--- src/rtl/score_pkg.sv ---
// ---------------------------------------------------------------------------
// score_pkg
// Shared types and constants for the score column generator and its
// comparator slices.
//   base_t : 2-bit nucleotide encoding (A=0, C=1, G=2, T=3)
//   code_t : 2-bit comparison code consumed by scoring_matrix
//   state_t: control state of score_column_gen
// ---------------------------------------------------------------------------
package score_pkg;

  typedef enum logic [1:0] {
    BASE_A = 2'd0,
    BASE_C = 2'd1,
    BASE_G = 2'd2,
    BASE_T = 2'd3
  } base_t;

  typedef logic [1:0] code_t;

  typedef enum logic {
    S_LOAD   = 1'b0,
    S_STREAM = 1'b1
  } state_t;

  localparam code_t CODE_MATCH      = 2'b11;
  localparam code_t CODE_TRANSITION = 2'b01;
  localparam code_t CODE_MISMATCH   = 2'b00;

  localparam int SCORE_N = 10;

endpackage

--- src/rtl/score_column_gen_if.sv ---
// ---------------------------------------------------------------------------
// score_column_gen_if
// Handshake and column bus between a base source / scoring_matrix and
// score_column_gen.
//   ref_base/ref_valid/ref_ready : reference beat channel
//   qry_base/qry_valid/qry_ready : query beat channel
//   col_data[N-1:0][1:0]         : per-row comparison codes
//   col_valid[N-1:0]             : one-hot column strobe (or zero)
//   round_done                   : pulse with the last column of a round
// Modports: master = base source / column sink, slave = score_column_gen.
// ---------------------------------------------------------------------------
interface score_column_gen_if #(
  parameter int N = score_pkg::SCORE_N
);

  logic                ref_valid;
  logic [1:0]          ref_base;
  logic                ref_ready;
  logic                qry_valid;
  logic [1:0]          qry_base;
  logic                qry_ready;
  logic [N-1:0][1:0]   col_data;
  logic [N-1:0]        col_valid;
  logic                round_done;

  modport master (
    output ref_valid, ref_base, qry_valid, qry_base,
    input  ref_ready, qry_ready, col_data, col_valid, round_done
  );

  modport slave (
    input  ref_valid, ref_base, qry_valid, qry_base,
    output ref_ready, qry_ready, col_data, col_valid, round_done
  );

endinterface

--- src/rtl/score_base_cmp.sv ---
// ---------------------------------------------------------------------------
// score_base_cmp
// Combinational comparison of one reference base against one query base.
//   ref_i  : reference base
//   qry_i  : query base
//   code_o : 11 = match, 01 = transition (A<->G, C<->T), 00 = other
// Optional feature macro: SCORE_COL_TRANSITION_EN. When undefined the
// transition code is never produced and only match/mismatch is decoded.
// ---------------------------------------------------------------------------
module score_base_cmp
  import score_pkg::*;
(
  input  base_t ref_i,
  input  base_t qry_i,
  output code_t code_o
);

  logic [1:0] x;

  // With this encoding, purine<->purine and pyrimidine<->pyrimidine
  // substitutions differ only in bit 1, so XOR == 2 marks a transition.
  assign x = ref_i ^ qry_i;

`ifdef SCORE_COL_TRANSITION_EN
  always_comb begin
    code_o = CODE_MISMATCH;
    if (x == 2'd0) begin
      code_o = CODE_MATCH;
    end else if (x == 2'd2) begin
      code_o = CODE_TRANSITION;
    end
  end
`else
  assign code_o = (x == 2'd0) ? CODE_MATCH : CODE_MISMATCH;
`endif

endmodule

--- src/rtl/score_column_gen.sv ---
// ---------------------------------------------------------------------------
// score_column_gen
// Holds an N-base reference and streams query bases against it. Every
// accepted query base produces one registered column of N comparison codes
// with a one-hot column strobe; after N query bases the round ends and the
// block returns to reference loading.
// Ports:
//   clk   : clock
//   rst_n : synchronous active-low reset (also zeroes reference and data)
//   clear : synchronous abort back to reference loading
//   bus   : score_column_gen_if.slave (ref/qry handshakes, column outputs)
// Optional feature macro: SCORE_COL_TRANSITION_EN (see score_base_cmp).
// ---------------------------------------------------------------------------
module score_column_gen
  import score_pkg::*;
#(
  parameter int N = SCORE_N
) (
  input  logic            clk,
  input  logic            rst_n,
  input  logic            clear,
  score_column_gen_if.slave bus
);

  localparam int               CNT_W = (N > 1) ? $clog2(N) : 1;
  localparam logic [CNT_W-1:0] LAST  = CNT_W'(N - 1);

  state_t             state_q, state_d;
  logic [CNT_W-1:0]   row_cnt_q, row_cnt_d;
  logic [CNT_W-1:0]   col_cnt_q, col_cnt_d;
  base_t              ref_q [N];
  base_t              ref_d [N];
  logic [N-1:0][1:0]  col_data_q, col_data_d;
  logic [N-1:0]       col_valid_q, col_valid_d;
  logic               round_done_q, round_done_d;

  code_t [N-1:0]      cmp_code;
  base_t              qry_b;
  logic               ref_acc;
  logic               qry_acc;

  assign qry_b = base_t'(bus.qry_base);

  // One comparator per reference row, all fed by the current query base.
  for (genvar r = 0; r < N; r++) begin : g_cmp
    score_base_cmp u_cmp (
      .ref_i  (ref_q[r]),
      .qry_i  (qry_b),
      .code_o (cmp_code[r])
    );
  end

  // Readies decode from state alone; clear vetoes any transfer that edge.
  assign bus.ref_ready = (state_q == S_LOAD);
  assign bus.qry_ready = (state_q == S_STREAM);
  assign ref_acc       = bus.ref_valid && bus.ref_ready && !clear;
  assign qry_acc       = bus.qry_valid && bus.qry_ready && !clear;

  always_comb begin
    state_d      = state_q;
    row_cnt_d    = row_cnt_q;
    col_cnt_d    = col_cnt_q;
    ref_d        = ref_q;
    col_data_d   = col_data_q;
    col_valid_d  = '0;
    round_done_d = 1'b0;

    if (clear) begin
      state_d   = S_LOAD;
      row_cnt_d = '0;
      col_cnt_d = '0;
    end else if (ref_acc) begin
      ref_d[row_cnt_q] = base_t'(bus.ref_base);
      if (row_cnt_q == LAST) begin
        row_cnt_d = '0;
        state_d   = S_STREAM;
      end else begin
        row_cnt_d = row_cnt_q + CNT_W'(1);
      end
    end else if (qry_acc) begin
      col_data_d             = cmp_code;
      col_valid_d[col_cnt_q] = 1'b1;
      if (col_cnt_q == LAST) begin
        col_cnt_d    = '0;
        round_done_d = 1'b1;
        state_d      = S_LOAD;
      end else begin
        col_cnt_d = col_cnt_q + CNT_W'(1);
      end
    end
  end

  always_ff @(posedge clk) begin
    if (!rst_n) begin
      state_q      <= S_LOAD;
      row_cnt_q    <= '0;
      col_cnt_q    <= '0;
      ref_q        <= '{default: BASE_A};
      col_data_q   <= '0;
      col_valid_q  <= '0;
      round_done_q <= 1'b0;
    end else begin
      state_q      <= state_d;
      row_cnt_q    <= row_cnt_d;
      col_cnt_q    <= col_cnt_d;
      ref_q        <= ref_d;
      col_data_q   <= col_data_d;
      col_valid_q  <= col_valid_d;
      round_done_q <= round_done_d;
    end
  end

  assign bus.col_data   = col_data_q;
  assign bus.col_valid  = col_valid_q;
  assign bus.round_done = round_done_q;

endmodule
--- src/flat_wrapper.sv ---
// flat-port wrapper written by rule: the top's interface ports become plain ports
module score_column_gen_flat import score_pkg::*;
#(
  parameter int N = SCORE_N
)
  (clk, rst_n, clear, bus_ref_valid, bus_ref_base, bus_qry_valid, bus_qry_base, bus_ref_ready, bus_qry_ready, bus_col_data, bus_col_valid, bus_round_done);
  score_column_gen_if #(.N(N)) bus_i ();
  input  logic clk;
  input  logic rst_n;
  input  logic clear;
  input wire logic [$bits(bus_i.ref_valid)-1:0] bus_ref_valid;
  input wire logic [$bits(bus_i.ref_base)-1:0] bus_ref_base;
  input wire logic [$bits(bus_i.qry_valid)-1:0] bus_qry_valid;
  input wire logic [$bits(bus_i.qry_base)-1:0] bus_qry_base;
  output wire logic [$bits(bus_i.ref_ready)-1:0] bus_ref_ready;
  output wire logic [$bits(bus_i.qry_ready)-1:0] bus_qry_ready;
  output wire logic [$bits(bus_i.col_data)-1:0] bus_col_data;
  output wire logic [$bits(bus_i.col_valid)-1:0] bus_col_valid;
  output wire logic [$bits(bus_i.round_done)-1:0] bus_round_done;
  assign bus_i.ref_valid = bus_ref_valid;
  assign bus_i.ref_base = bus_ref_base;
  assign bus_i.qry_valid = bus_qry_valid;
  assign bus_i.qry_base = bus_qry_base;
  assign bus_ref_ready = bus_i.ref_ready;
  assign bus_qry_ready = bus_i.qry_ready;
  assign bus_col_data = bus_i.col_data;
  assign bus_col_valid = bus_i.col_valid;
  assign bus_round_done = bus_i.round_done;
  score_column_gen #(.N(N)) u_core (.clk(clk), .rst_n(rst_n), .clear(clear), .bus(bus_i));
endmodule
--- config.mk ---
export PLATFORM = sky130hd
export DESIGN_NAME = score_column_gen_flat
export DESIGN_NICKNAME = d
export VERILOG_FILES = /design/src/rtl/score_pkg.sv /design/src/rtl/score_column_gen_if.sv /design/src/rtl/score_base_cmp.sv /design/src/rtl/score_column_gen.sv /design/src/flat_wrapper.sv
export SDC_FILE = /design/constraint.sdc
export NUM_CORES = 1
export LEC_CHECK = 0
export CORE_MARGIN = 4
export CORE_UTILIZATION = 50
export CTS_CLUSTER_DIAMETER = 80
export DETAILED_ROUTE_END_ITERATION = 16
export PLACE_DENSITY = 0.75
export SETUP_SLACK_MARGIN = 0.3
export SYNTH_ARGS = -nofsm -noshare
export SYNTH_HDL_FRONTEND = slang
export SYNTH_SLANG_ARGS = --single-unit
--- constraint.sdc ---
create_clock -name clk -period 4.4 [get_ports clk]
set_input_delay 0.44 -clock clk [delete_from_list [all_inputs] [get_ports clk]]
set_output_delay 0.44 -clock clk [all_outputs]
set_load 0.1 [all_outputs]
; ---- Word level (Yosys, flattened, before mapping)
; Cells that the tools add are included.
[word_totals]
ramBits = 0
romBits = 0
register_bits = 60
in_bits = 9
latch_bits = 0
output_inout_bits = 33
memories = 0
[classes]
div_mod_pow = 0
n_bitwise = 16
n_lt_le_gt_ge = 4
mux = 22
n_addsub = 2
reduce_logical = 25
n_eq_ne = 3
shifts = 0
multipliers = 0
[ops]
columns = op, count
row1 = two-way mux 2 bit, 11
row2 = bitwise mux 20 bit, 1
row3 = zero test 2 bit, 10
row4 = bitwise XOR 2 bit, 10
row5 = "adder 4 x 1 -> 4 bit, second input constant", 2
row6 = demux 2 bit (select 4 bit), 1
row7 = "equality test 4 bit, second input constant", 2
row8 = two-way mux 4 bit, 2
row9 = logical AND 1 bit, 6
row10 = two-way mux 1 bit, 6
row11 = AND reduction 3 bit, 2
row12 = ">= comparator 5 bit, second input constant", 1
row13 = "less-than comparator 4 x 5 -> 1 bit, second input constant", 1
row14 = "less-than comparator 5 x 1 -> 1 bit, second input constant", 1
row15 = inverter 1 bit, 5
row16 = inverter 4 -> 5 bit, 1
row17 = demux 1 bit (select 4 bit), 1
row18 = ">= comparator 4 x 1 -> 1 bit, second input constant", 1
row19 = AND reduction 2 bit, 2
row20 = nonzero test 2 bit, 2
row21 = OR reduction 4 bit, 1
row22 = "inequality test 2 bit, second input constant", 1
row23 = OR reduction 2 bit, 1
row24 = zero test 1 bit, 1

; ---- Longest topological paths before layout
[logic_depth]
word_depth = 6
mapped_depth = 5
ltp_nobuf = 3

; ---- Cells and area by module
; From an unflattened synthesis, not the netlist that was laid out.
[hier_totals]
hier_cells = 309
hier_area_um2 = 2587.5
[by_module_without_submodules]
columns = mod, area_per_inst_um2, cells_each, instances, seq_area_each_um2
row1 = score_column_gen, 2299.7, 269, 1, 1181.1
row2 = score_base_cmp, 28.8, 4, 10, 0.0

; ---- Worst setup path after synthesis
; No wires, ideal clock.
[synth_path]
kind = reg2out
start = reg u_core.state_q, in the netlist u_core.bus.qry_ready
end = out bus_ref_ready
stages_incl_launch_ff = 3
slack_ns = 2.205
path_buffers = 1
arrival_time_ns = 1.755
path_cell_list = dfxtp_1 > clkbuf_1 > inv_1
[synth_via]
elab_chain_len = 1
[synth_lines]
columns = item, line_no
row1 = start: declaration, score_column_gen.sv:28  ; state_t state_q, state_d;
row2 = start signal: assignment, score_column_gen.sv:103  ; state_q <= state_d;
row3 = inverter 1 bit, score_column_gen.sv:54  ; assign bus.ref_ready = (state_q == S_LOAD);
row4 = end: declaration, flat_wrapper.sv:15  ; output wire logic [$bits(bus_i.ref_ready)-1:0] bus_ref_ready;
; No other way between the ends.

; ---- Worst setup path in the final report
[layout_path]
start = reg u_core.state_q, in the netlist u_core.bus.qry_ready
end = out bus_qry_ready
[layout_lines]
columns = item, line_no
row1 = end: declaration, flat_wrapper.sv:16  ; output wire logic [$bits(bus_i.qry_ready)-1:0] bus_qry_ready;
; No word-level cell between the ends.

==> impl_results.md <==
* Reg2Reg Depth at 3
* PnR Total Power at 819.1 µW
* Synth Flop Type: dfxtp_1
* CTS tree: done
* Yosys reg bits at 49
* Drt first pass iters at 4
* CP required at 3960 ps
* Slew @ Worst Pin at 987.3 ps
* Crit path from: u_core.bus.qry_ready
* Setup Buffers After CTS at 0
* CTS clk-pin slew, worst paths at 80 ps
* Clock root cell: clkbuf_8
* Initial antenna violation count at 0
* Setup Skew at 4.674 ps
* Via/cell ratio at 5.252
* IO Pins at 42
* Drt wl/cell at 13.87 µm
* Post-route ant nets at 0
* DRC errors left at 0
* # Max-Cap Violations at 0
* Max-slew violations at 0
* Clk sinks at 49
* Crit. path cell count at 1
* Post-synth cell types at 35
* GR Util All Layers at 17.28%
* Crit-path cells: clkdlybuf4s50_1
* DIE AREA at 0.005541 mm²
* Rows at 23
* Post-synth net total at 249
* Crit path DAT at 2110 ps
* Pwr per Cell Area at 308.5 mW/mm²
* Commonest non-fill, non-tap cells in the layout: dfxtp_1 (49), clkdlybuf4s50_1 (41), nand2_1 (38), xnor2_1 (21), mux2i_1 (20)
* Mapped Cells at 240
* Die height at 74.44 µm
* Top delay family on crit path: buffers and inverters
* Number of global-route vias before repair at 1,515
* Fmax at 392.6 MHz
* Tcrit/Tclk final at 57.89%
* Area growth syn-to-layout at 20.29%
* Crit Path Class: reg -> out
* Final Setup Violations at 0
* Post-layout util at 64.07%
* Worst vdd ir at 0.1918 mV
* Hold buffer count at CTS at 0
* Relative slew slack at 33.97%
* Min-delay worst type: reg -> reg
* Most common cell after layout, fill and taps aside: dfxtp_1
* I/O Buffers at 41
* DRT Wirelength at 4342 µm
* Vias at 1,644
* Starting density of the core at 53.26%
* Post-Syn Area at 0.002207 mm²
* Post-synthesis sequential area ratio at 44.44%
* P_leak at 0.0009119 µW
* Die W at 74.44 µm
* RSZ-0062 raised after global routing: false
* Antenna cells at 0
* Post_cts resized at 0
* Crit path max-delay cell type: clkdlybuf4s50_1
* H-tree levels at 2
* Synthesis Warnings at 0
* Clk_lat worst skew at 300 ps
* FF-to-FF End: u_core.ref_q[12]
* Critical path fanouts, max at 14
* First-pass GRT wire length at 7196 µm
* Post-route minimum period at 2547 ps
* Async SR Flop Fraction at 0%
* Slowest cell delay on critical path at 1220 ps
* Final Hold Fails at 0
* Congestion Overflow GR at 0
* Top cell type by total area after synthesis: dfxtp_1
* Layout cells sized above 1 at 5.323%
* Nature of the critical path endpoint: primary output
* Yosys top cell area share at 44.44%
* CORE AREA at 0.004144 mm²
* Status: finished, final reports clean
* Largest net degree at the start of global routing at 26
* Routability cong. at 0.7935
* R2r setup slk at 2720 ps
* Startpoint types: flip-flop
* Setup TNS Final at 0 ps
* Crit Reg-Reg Startpoint: u_core.bus.qry_ready
* WP buf/inv at 1
* Mean post-synth cell area at 9.196 µm²
* Number of flops mapped to enable cells by yosys at 0
* Detailed Route Iter0 Violations at 88
* Nets at 271
* Num CTS Buffers at 5
* Crit path capture: bus_qry_ready
* Clock Path Buffers at 2
* Ranking of synthesized cells by area: dfxtp_1 (44%), mux2i_1 (9.1%), xnor2_1 (8.3%)
* Post-DP HPWL at 3108 µm
## per-stage QoR
stage,hold WS (ps),instances,cell area [µm²],setup slack [ps]
after floorplan,447.3,240,2207,2205
after global placement,454.8,305,2539,2100
after detailed placement,460.6,305,2539,2102
after CTS,476.0,313,2655,1837
after global routing,495.3,313,2655,1779
final,472.4,313,2655,1853
## logic make-up (layout without fill, tap and decap cells)
group                  count (synthesis)  in the layout  share of synthesized area [%]
buffers and inverters                 28             51                          6.746
XOR/XNOR                              22             22                          8.730
AND/OR/NAND/NOR                       99             99                          25.68
flip-flops                            49             49                          44.44
AO/OA/AOI/OAI                         22             22                          5.329
multiplexers                          20             20                          9.070
## per-layer routing
metal | GRT usage, % | routed length (µm) | up-vias
met3 | 4.865 | 277 | 6
met4 | 6.522 | 63 | 0
met2 | 27.32 | 2005 | 49
li1 | - | - | 839
met1 | 22.44 | 1995 | 750
met5 | 0 | 0 | -
## power breakdown
group | leakage, µW | switching [µW] | internal, µW | total (µW)
sequential | 0.000395 | 2.68 | 445 | 447
clock | 0.0000585 | 142 | 185 | 327
combinational | 0.000459 | 24.1 | 20.0 | 44.2
total | 0.000912 | 169 | 650 | 819
## worst min path at each step
stage / slack, ps / to / depth (start not counted) / from
6_report: 470 / u_core.bus.col_data[0] / 2 / u_core.bus.col_data[0]
2_1_floorplan: 450 / u_core.ref_q[12] / 2 / u_core.ref_q[12]
5_1_grt: 500 / u_core.ref_q[7] / 2 / u_core.ref_q[7]
3_3_place_gp: 450 / u_core.bus.col_data[6] / 2 / u_core.bus.col_data[6]
4_1_cts: 480 / u_core.ref_q[3] / 2 / u_core.ref_q[3]
3_5_place_dp: 460 / u_core.ref_q[12] / 2 / u_core.ref_q[12]
## cell usage after synthesis, types with 2 or more instances
cell	n
nand3_1	15
clkbuf_1	12
a21oi_1	16
nor3_1	2
xnor2_1	21
mux2i_1	20
nand4bb_1	2
or3_1	4
o21ai_0	3
nand2_1	38
buf_4	11
dfxtp_1	49
inv_1	2
nand2b_1	4
nand4_1	2
nor2b_1	7
nor4_1	2
nand4b_1	3
nor2_1	9
and3b_1	2
buf_2	2
## worst min-delay path, stage by stage, from the launching register on
cell	delay [ps]
dfxtp_1	330
nand2_1	60
a21oi_1	50
## final cells by class
| class | count | area (µm²) |
|---|---|---|
| Fill cell | 371 | 1489 |
| Sequential cell | 49 | 980.9 |
| Multi-Input combinational cell | 163 | 1077 |
| Tap cell | 50 | 62.56 |
| Clock buffer | 7 | 86.33 |
| Timing Repair Buffer | 41 | 410.4 |
| Inverter | 2 | 7.507 |
| Clock inverter | 1 | 30.03 |
## flip-flops by register name, summed over array words and instances, names as in the netlist
register and cells:
u_core.col_cnt_q 4, u_core.bus.qry_ready 1, u_core.row_cnt_q 4, u_core.ref_q 20, u_core.bus.col_valid 10, u_core.bus.col_data 10
No activity file was read; power rests on OpenSTA's default activity.
